## src/rtl/regfile_2r1w.sv

```systemverilog
// regfile_2r1w: NREGS x WIDTH register file, one write port, two registered read ports with write-first bypass.
module regfile_2r1w #(
    parameter int WIDTH    = 8,
    parameter int NREGS    = 16,
    parameter int AW       = 4,
    parameter int ZERO_REG = 1
) (
    input  logic                   clk,
    input  logic                   rst,
    input  logic                   clr,
    input  logic                   we,
    input  logic [AW-1:0]          wa,
    input  logic [WIDTH-1:0]       wd,
    input  logic                   re_a,
    input  logic [AW-1:0]          ra_a,
    output logic [WIDTH-1:0]       rd_a,
    output logic                   rv_a,
    input  logic                   re_b,
    input  logic [AW-1:0]          ra_b,
    output logic [WIDTH-1:0]       rd_b,
    output logic                   rv_b,
    output logic                   rerr,
    output logic [NREGS*WIDTH-1:0] regs_flat
);
    localparam logic [AW:0] N = (AW+1)'(NREGS);
    logic [WIDTH-1:0] mem [NREGS];
    logic wa_ok, ra_a_ok, ra_b_ok, w_legal, w_en;
    logic [WIDTH-1:0] nxt_a, nxt_b;
    assign wa_ok   = {1'b0, wa} < N;
    assign ra_a_ok = {1'b0, ra_a} < N;
    assign ra_b_ok = {1'b0, ra_b} < N;
    assign w_legal = we && wa_ok && !(ZERO_REG != 0 && wa == '0);
    assign w_en    = w_legal && !clr;
    // Read priority: clear, out of range, zero register, bypass, storage.
    always_comb begin
        nxt_a = (clr || !ra_a_ok || (ZERO_REG != 0 && ra_a == '0)) ? '0 :
                (w_legal && wa == ra_a) ? wd : mem[ra_a];
        nxt_b = (clr || !ra_b_ok || (ZERO_REG != 0 && ra_b == '0)) ? '0 :
                (w_legal && wa == ra_b) ? wd : mem[ra_b];
    end
    always_ff @(posedge clk) begin
        if (rst || clr) begin
            for (int i = 0; i < NREGS; i++) mem[i] <= '0;
        end else if (w_en) begin
            mem[wa] <= wd;
        end
    end
    always_ff @(posedge clk) begin
        if (rst) begin
            rd_a <= '0;
            rd_b <= '0;
            rv_a <= 1'b0;
            rv_b <= 1'b0;
            rerr <= 1'b0;
        end else begin
            rv_a <= re_a;
            rv_b <= re_b;
            if (re_a) rd_a <= nxt_a;
            if (re_b) rd_b <= nxt_b;
            rerr <= (we && !wa_ok) || (re_a && !ra_a_ok) || (re_b && !ra_b_ok);
        end
    end
    for (genvar g = 0; g < NREGS; g++) begin : g_flat
        assign regs_flat[g*WIDTH +: WIDTH] = (ZERO_REG != 0 && g == 0) ? '0 : mem[g];
    end
endmodule

```

## config.mk

```make
export PLATFORM = sky130hd
export DESIGN_NAME = regfile_2r1w
export DESIGN_NICKNAME = d
export VERILOG_FILES = /design/src/rtl/regfile_2r1w.sv
export SDC_FILE = /design/constraint.sdc
export NUM_CORES = 1
export LEC_CHECK = 0
export ABC_CLOCK_PERIOD_IN_PS = 2100
export BUFFER_PORTS_ARGS = -buffer_cell sky130_fd_sc_hd__clkbuf_2
export CORE_ASPECT_RATIO = 0.8
export CORE_MARGIN = 1.5
export CORE_UTILIZATION = 45
export CTS_CLUSTER_DIAMETER = 100
export CTS_CLUSTER_SIZE = 8
export DETAILED_ROUTE_END_ITERATION = 10
export GPL_ROUTABILITY_DRIVEN = 0
export PLACE_DENSITY = 0.71
export SYNTH_ARGS = -nofsm -noshare
export SYNTH_HDL_FRONTEND = slang
export SYNTH_SLANG_ARGS = --single-unit
```

## constraint.sdc

```tcl
create_clock -name clk -period 2.1 [get_ports clk]
set_clock_uncertainty 0.15 [all_clocks]
set_input_delay 0.21 -clock clk [delete_from_list [all_inputs] [get_ports clk]]
set_output_delay 0.21 -clock clk [all_outputs]
set_load 0.01 [all_outputs]
```

# --- After elaboration in Yosys (flattened, before gate mapping) ---
# Memory sizes are Yosys's and may differ from the RTL's.
# Cells that the tools add are included.
word_totals:
  out_inout_bits: 147
  wordCells: 32
  ram_bits: 128
  input_bits: 26
  n_memories: 1
  ff_bits: 18
mem_list:
  columns: ["name", "words", "word_bits", "read_ports", "rd_clocked_by_memory_dff", "wr", "line", "rtl"]
  rows:
  - ["mem", 16, 8, 17, 0, 16, "26", "logic [WIDTH-1:0] mem [NREGS];"]
op_classes:
  n_eq_ne: 2
  reduce_logical: 13
  mux: 12
ops:
  columns: ["operator", "count"]
  rows:
  - ["$mux W8", 5]
  - ["$logic_not A4 Y1", 3]
  - ["$eq A4 B4 Y1", 2]
  - ["$reduce_or A8 Y1", 1]
  - ["$mux W1", 6]
  - ["$logic_and A1 B1 Y1", 4]
  - ["$mux W4", 1]
  - ["$logic_or A1 B1 Y1", 3]
  - ["$logic_not A1 Y1", 2]

# --- Logic depth before layout (Yosys ltp) ---
# Gate-level depths: netlist of the first run.
logic_depth:
  depth_word: 9
  depth_mapped: 8
  depth_no_buf: 5

# --- Least setup slack after synthesis of the first run ---
# OpenSTA, ideal clock, no wires.
synth_timing:
  path_kind: "input -> register"
  from: "in clr"
  to: "mem mem[12][0] (enable)"
  path_slack_ps: 44
  t_arrival_ps: 1522
  path_buffers: 0
  cell_stages: 4
  required_ps: 1566
  setup_ps: 384
  cell_sequence: "nor2_1 -> inv_1 -> or3_1 -> o21ai_0"
synth_lines:
  columns: ["item", "line", "rtl"]
  rows:
  - ["start, declared", "10", "input logic clr,"]
  - ["end, declared", "26", null]

==> metrics, run 1 <==
clock transition at the registers of the reported paths=~0.060 ns; routed vias/inst=between 6 and 7; Worst R2R End=rd_a[3]; final hold violation count=0; 1st-iter DRT viols=861; Crit Reg-Reg Startpoint=mem[10][3]; worst vdd ir=0.4032 mV; Hold Worst Slack=0.2110 ns; Overall Power=roughly 7.4 mW; CP endpoint kind=flop; Post-CTS Setup Inserts=0; final core occ=a little under three fifths; Cell Rows=43; max incr delay on CP=roughly 0.6 ns; Worst-Margin Slew=slightly below 0.6 ns; initial antenna violation count=0; max-slew violation count=0; Die ar.=about 0.018 mm2; final wirelength=~26,000 um; worst path bufs/invs=0; HP Class=in2reg; area grow syn2layout=22.81%; CTS tree=built; Synth cell types=47; Max clock buf depth=2; Slew headroom=about three fifths; layout net count=between 800 and 900; R2R depth=4; Avg Inst Size Synth=roughly 13 um2; critical path depth=4; clk sink count=about 150; pwr dens=around 760 mW/mm2; vias in the first global route=between 5,000 and 6,000; Critical Path AT=approximately 2.2 ns; layout cells sized above 1=around 34%; Core Footprint=0.01727 mm2; pin count of the biggest net entering global routing=31; crit path from=mem[10][3]; total of max-cap violations=0; startpoint types=flop; I/O pins=roughly 170; Clock Tree Root=clkbuf_16; reg2reg setup slack=~0.048 ns; outcome=completed; worst-path cell chain=mux4_1, a211oi_1, and3_1, o31ai_1; Cells after DPL=slightly above 1,000; antenna-violating nets left=0; #FFs+latches synth=approximately 150; Clock Latency Late Sink=0.43 ns; final std cells w/o fill=1,045; period utilization=97.72%; GRT Util Overall=29.19%; post-synthesis cell count=613; Cell Area, Synth=0.007911 mm2; Crit Path Max Fanout=3; # port buffers=163; Pre-antenna DRT Iters=5; Crit-path slowest cell=mux4_1; diode count=0; Starting Density=between 40% and 50%; DR vias=6,372; RSZ-0062 raised after global routing=false; global route total overflow=0; final setup margin=0.04795 ns; sequential-to-total area share from yosys stat=53.14%; wire per inst=roughly 25 um; Lkg Pwr=roughly 4.1 nW; Setup-failing EPs final=0; first-pass GRT wire length=approximately 38,000 um; Fmax=487.3 MHz; yosys warns=0; Setup WS pre-CTS=-0.04736 ns; Data required, critical path=around 2.3 ns; Residual DRC=0; hpwl dp=around 19,000 um; crit path time final=a little over 2 ns; crit-path leading delay family=multiplexers; CTS Buf Count=17; Setup CP Type=reg2reg; Die Width=151.2 um; H-tree Lvls=4; Worst Setup EP=rd_a[3]; CTS resizes=0; Die Span Y=around 120 um
==> Yosys cell counts, drive strengths merged <==
| library cell | instances | share of area, % |
|---|---|---|
| a21oi | 7 | 0.44 |
| o21ai | 21 | 1.3 |
| and4 | 1 | 0.11 |
| mux2i | 60 | 7.6 |
| a211oi | 8 | 0.82 |
| nand3b | 5 | 0.47 |
| and2 | 122 | 9.6 |
| or2 | 2 | 0.16 |
| nor4 | 1 | 0.27 |
| edfxtp | 128 | 49 |
| o22ai | 30 | 2.4 |
| conb | 1 | 0.047 |
| o31ai | 15 | 1.4 |
| o21bai | 2 | 0.19 |
| mux2 | 1 | 0.14 |
| clkbuf | 15 | 0.71 |
| xnor2 | 4 | 0.44 |
| nor2b | 5 | 0.40 |
| dfxtp | 18 | 4.6 |
| inv | 2 | 0.095 |
| buf | 36 | 3.3 |
| and3 | 8 | 0.63 |
| a22oi | 9 | 0.85 |
| o41a | 1 | 0.14 |
| or3 | 2 | 0.16 |
| o211ai | 1 | 0.095 |
| nand3 | 3 | 0.25 |
| a31o | 7 | 0.77 |
| nand2b | 10 | 0.79 |
| nand2 | 19 | 0.93 |
| o311a | 1 | 0.13 |
| mux4 | 34 | 10 |
| or3b | 3 | 0.33 |
| xor2 | 4 | 0.54 |
| nor2 | 27 | 1.3 |
==> worst register-to-register path, stage by stage, from the launching register on <==
cell      delay, ns
edfxtp_1       0.47
mux4_1         0.61
a211oi_1       0.39
and3_1         0.25
o31ai_1        0.08
==> layout make-up <==
class                      count  area (um2)
clock buffer                  17       425.4
fill                        1432        7555
timing repair buffer         210        1214
inverter                       2       7.507
tap                          225       281.5
clock inverter                15       142.6
sequential                   146        4204
multi-input combinational    430        3441
==> how the worst min path moves through the flow <==
| stage | depth (start not counted) | startpoint | end |
|---|---|---|---|
| after floorplan | 1 | re_a | rv_a |
| after global placement | 2 | rd_b[0] | rd_b[0] |
| after detailed placement | 2 | rd_a[2] | rd_a[2] |
| after CTS | 4 | rst | mem[0][5] |
| after global routing | 4 | rst | mem[0][5] |
| final | 4 | rst | mem[0][5] |
==> kinds of logic (layout without fill, tap and decap cells) <==
family | after synthesis | after routing | share of synthesized area [%]
AOI/OAI and AO/OA | 102 | 102 | 8.572
xor gates and xnor gates | 8 | 8 | 0.9806
buffers and inverters | 53 | 244 | 4.128
DFF | 146 | 146 | 53.14
muxes | 95 | 95 | 17.70
other | 1 | 17 | 0.04740
and+or+nand+nor | 208 | 208 | 15.44
==> per-stage QoR <==
| step | instance area, um2 | TNS [ns] |
|---|---|---|
| after floorplan | 7971 | 0 |
| after global placement | 9117 | -0.02424 |
| after detailed placement | 9117 | -0.07366 |
| after CTS | 9716 | 0 |
| after global routing | 9716 | 0 |
| final | 9716 | 0 |
==> registers in the layout, indices dropped and copies added, names as in the netlist <==
signal / count
rv_b: 1
rv_a: 1
rd_b: 8
rd_a: 8
mem: 128
==> power breakdown <==
group / leakage (nW) / switching [mW] / total [mW] / internal, mW
combinational: 2.25 / 0.596 / 1.01 / 0.415
clock: 0.279 / 1.20 / 2.94 / 1.73
sequential: 1.53 / 0.164 / 3.48 / 3.32
==> cell usage in the layout (no fill, tap or decap), drive strengths merged, types with 4 or more instances in the layout <==
cell / instances
xor2: 4
mux2i: 60
and3: 8
clkbuf: 180
buf: 44
clkinv: 11
nor2b: 5
nor2: 27
xnor2: 4
a21oi: 7
nand2b: 10
a31o: 7
a211oi: 8
mux4: 34
o31ai: 15
dfxtp: 18
nand3b: 5
a22oi: 9
o21ai: 21
edfxtp: 128
and2: 122
o22ai: 30
nand2: 19
conb: 17
==> layer usage <==
layer,vias up,track usage (%),wire length (um)
met5,-,0,0
met4,0,12.01,920
met3,61,9.139,3228
met2,480,42.78,11870
met1,3150,40.25,10260
li1,2681,-,-
==> what timing repair did <==
| item | CTS | global route |
|---|---|---|
| hold endpoints to repair | 10 | 0 |
| hold buffers | 3 | 0 |
| setup endpoints to repair | 0 | 0 |
Note: power is estimated with default switching activity, not from simulation.
==> inputs of run 2 (changes only) <==
- ABC_AREA: unset -> 1
- PLACE_DENSITY: 0.71 -> 0.7
==> run 2 against run 1 <==
Via count is 36% higher. Combinational power increased by 24%. Clock power up 11%. Sequential power is essentially flat. Synthesized cell count up 86%. Area after synthesis grew 7.6%. Fmax increased by 32%. Critical path type unchanged. Highest routed layer unchanged.
==> metrics, run 2 <==
Residual DRC=0 (unchanged); Fmax=641.7 MHz (+32%); Hold Worst Slack=0.01723 ns (-0.1938 ns); worst vdd ir=0.5936 mV (+47%); dominant synthesized flop cell=edfxtp_1; Synth cell types=29 (-38%); CTS tree=built; H-tree Lvls=4 (unchanged); sequential-to-total area share from yosys stat=49.37% (-3.8 points); Core Footprint=0.01833 mm2 (+6.2%); clk sink count=146 (unchanged); Post-synth EDFFs=128 (unchanged); Critical Path AT=1.74 ns (-0.48 ns); CTS resizes=0 (unchanged); final wirelength=29,770 um (+13%); CP endpoint kind=flop; max-slew violation count=0 (unchanged); most frequent cells in the layout=nand2_1 (311), nor2_1 (187), nand3_1 (177); Largest Register=mem; Largest register FFs=128 (unchanged); Synth area leader=edfxtp_1; 1st-iter DRT viols=1,546 (+80%); most frequent cells after synthesis=nand2_1 (311), nor2_1 (187), nand3_1 (177); wire per inst=18.81 um (-25%); Starting Density=46.45% (+0.64 points); final setup TNS=0 ns (unchanged); CTS Buf Count=17 (unchanged); Avg Inst Size Synth=7.483 um2 (-42%); Clock Latency Late Sink=0.44 ns (about the same); layout net count=1,343 (+61%); Cell Rows=44 (+2.3%); Lkg Pwr=5.102 nW (+25%); # port buffers=163 (unchanged); layout cells sized above 1=21.44% (-12 points); Cells after DPL=1,549 (+53%); RSZ-0062 raised after global routing=false; startpoint types=flop; I/O pins=173 (unchanged); Top Registers=mem: 128 flops, rd_a: 8 flops, rd_b: 8 flops; #FFs+latches synth=146 (unchanged); Cell Area, Synth=0.008516 mm2 (+7.6%); Max clock buf depth=2 (unchanged); Data required, critical path=2.28 ns (+0.02 ns); Setup CP Type=reg2reg; Yosys top cell area share=45.14% (-3.4 points); most common cell after layout, fill and taps aside=nand2_1; filler cell count=1,715 (+20%); initial antenna violation count=0 (unchanged); yosys warns=0 (unchanged); pin count of the biggest net entering global routing=61 (+97%); area grow syn2layout=23.10%; Pre-antenna DRT Iters=7 (+2); Die Span Y=126.0 um (+3.7%); vias in the first global route=7,677 (+32%); first-pass GRT wire length=43,930 um (+16%); Overall Power=7.950 mW (+7.1%); crit path time final=1.558 ns (-0.4937 ns); antenna-violating nets left=0 (unchanged); DR vias=8,643 (+36%); Worst-Margin Slew=0.5909 ns (-0.002680 ns); hpwl dp=21,550 um (+11%); final std cells w/o fill=1,583 (+51%); Clock Tree Root=clkbuf_16; routed vias/inst=5.460 (-10%); outcome=completed; Die ar.=0.01976 mm2 (+7.5%); HP Class=in2reg; count leader, synth=nand2_1; Crit Path Max Fanout=3 (unchanged); post-synthesis cell count=1,138 (+86%); Setup-failing EPs final=0 (unchanged); global route total overflow=0 (unchanged); clock transition at the registers of the reported paths=0.06 ns (about the same); Async SR Flop Fraction=0% (unchanged); Die Width=156.8 um (+3.7%); period utilization=74.21% (-24 points); final hold violation count=0 (unchanged); GRT Util Overall=30.17% (+0.98 points); pwr dens=758.4 mW/mm2 (-0.78%); Slew headroom=60.56% (+0.28 points); total of max-cap violations=0 (unchanged); Area contributors post-synth=edfxtp_1 (45%), nand2_1 (14%), nand3_1 (10%)
[run 2: changes by cell type after synthesis, moves of 13 or more]
cell	previous run	this run
nand2_1	18	311
nand3_1	2	177
nor2_1	27	187
inv_1	2	131
and2_1	122	1
mux2i_1	60	0
o22ai_1	30	0
mux4_2	28	0
a21oi_1	7	30
nand2_2	1	16
o211ai_1	1	16
o31ai_1	15	0
buf_2	14	27
[run 2: worst max-delay path, stage by stage (launching register included)]
cell,delay [ns]
edfxtp_1,0.47
inv_1,0.09
nand2_1,0.06
nand3_1,0.08
nand3_1,0.13
nand3_1,0.15
nand3_1,0.14
nand2_1,0.12
a21oi_2,0.05
[run 2: logic make-up (layout without fill, tap and decap cells)]
group                     after synthesis  after routing  synth area share, %
and+or+nand+nor                       707            707                35.12
other                                   1             18              0.04404
buffers and inverters                 215            390                10.64
DFF                                   146            146                49.37
xor gates and xnor gates                4              4               0.4115
AOI/OAI and AO/OA                      65             65                4.423
[run 2: area by class of cell]
class | count | area [um2] | share of cell area (%)
sequential | 146 | 4204 | 40.10
multi-input combinational | 793 | 3466 | 33.06
timing repair buffer | 215 | 1336 | 12.75
inverter | 144 | 540.5 | 5.156
clock buffer | 19 | 432.9 | 4.130
tap | 253 | 316.6 | 3.020
clock inverter | 12 | 183.9 | 1.755
antenna | 1 | 2.502 | 0.02387
[run 2: per-stage QoR]
stage | util (%) | setup WS [ns] | instance area, um2
2_1_floorplan | - | 0.2267 | 8576
3_3_place_gp | 53.69 | 0.2096 | 9843
3_5_place_dp | 53.69 | 0.1441 | 9843
4_1_cts | 57.17 | 0.5708 | 10480
5_1_grt | 57.17 | 0.4238 | 10480
6_report | 57.18 | 0.5416 | 10480
[run 2: path summary, 6_finish.rpt]
check / startpoint / to / slack (ns) / cells past startpoint
setup / recovery: mem[7][6] / rd_b[6] / 0.54 / 8
hold / removal: wd[0] / rd_b[0] / 0.02 / 5
setup reg to reg: mem[7][6] / rd_b[6] / 0.54 / 8
hold reg to reg: rd_b[3] / rd_b[3] / 0.31 / 2
[run 2: report_power, final]
part	internal [mW]	switching, mW	leakage (nW)
Combinational	0.404	0.841	3.27
Clock	1.99	1.26	0.294
Sequential	3.32	0.140	1.54
[run 2: per-layer routing]
metal | share of wire [%] | wire [um] | vias to the layer above | GRT usage [%]
li1 | - | - | 3955 | -
met1 | 41 | 12230 | 3976 | 44.07
met2 | 42 | 12400 | 638 | 42.19
met3 | 14 | 4272 | 74 | 9.291
met4 | 2.9 | 863 | 0 | 10.08
met5 | 0 | 0 | - | 0
[run 2: timing repair]
| item | 4_1_cts | 5_1_grt |
|---|---|---|
| buffers inserted | 0 | 0 |
| hold endpoints to repair | 2 | 0 |
| hold buffers | 2 | 0 |
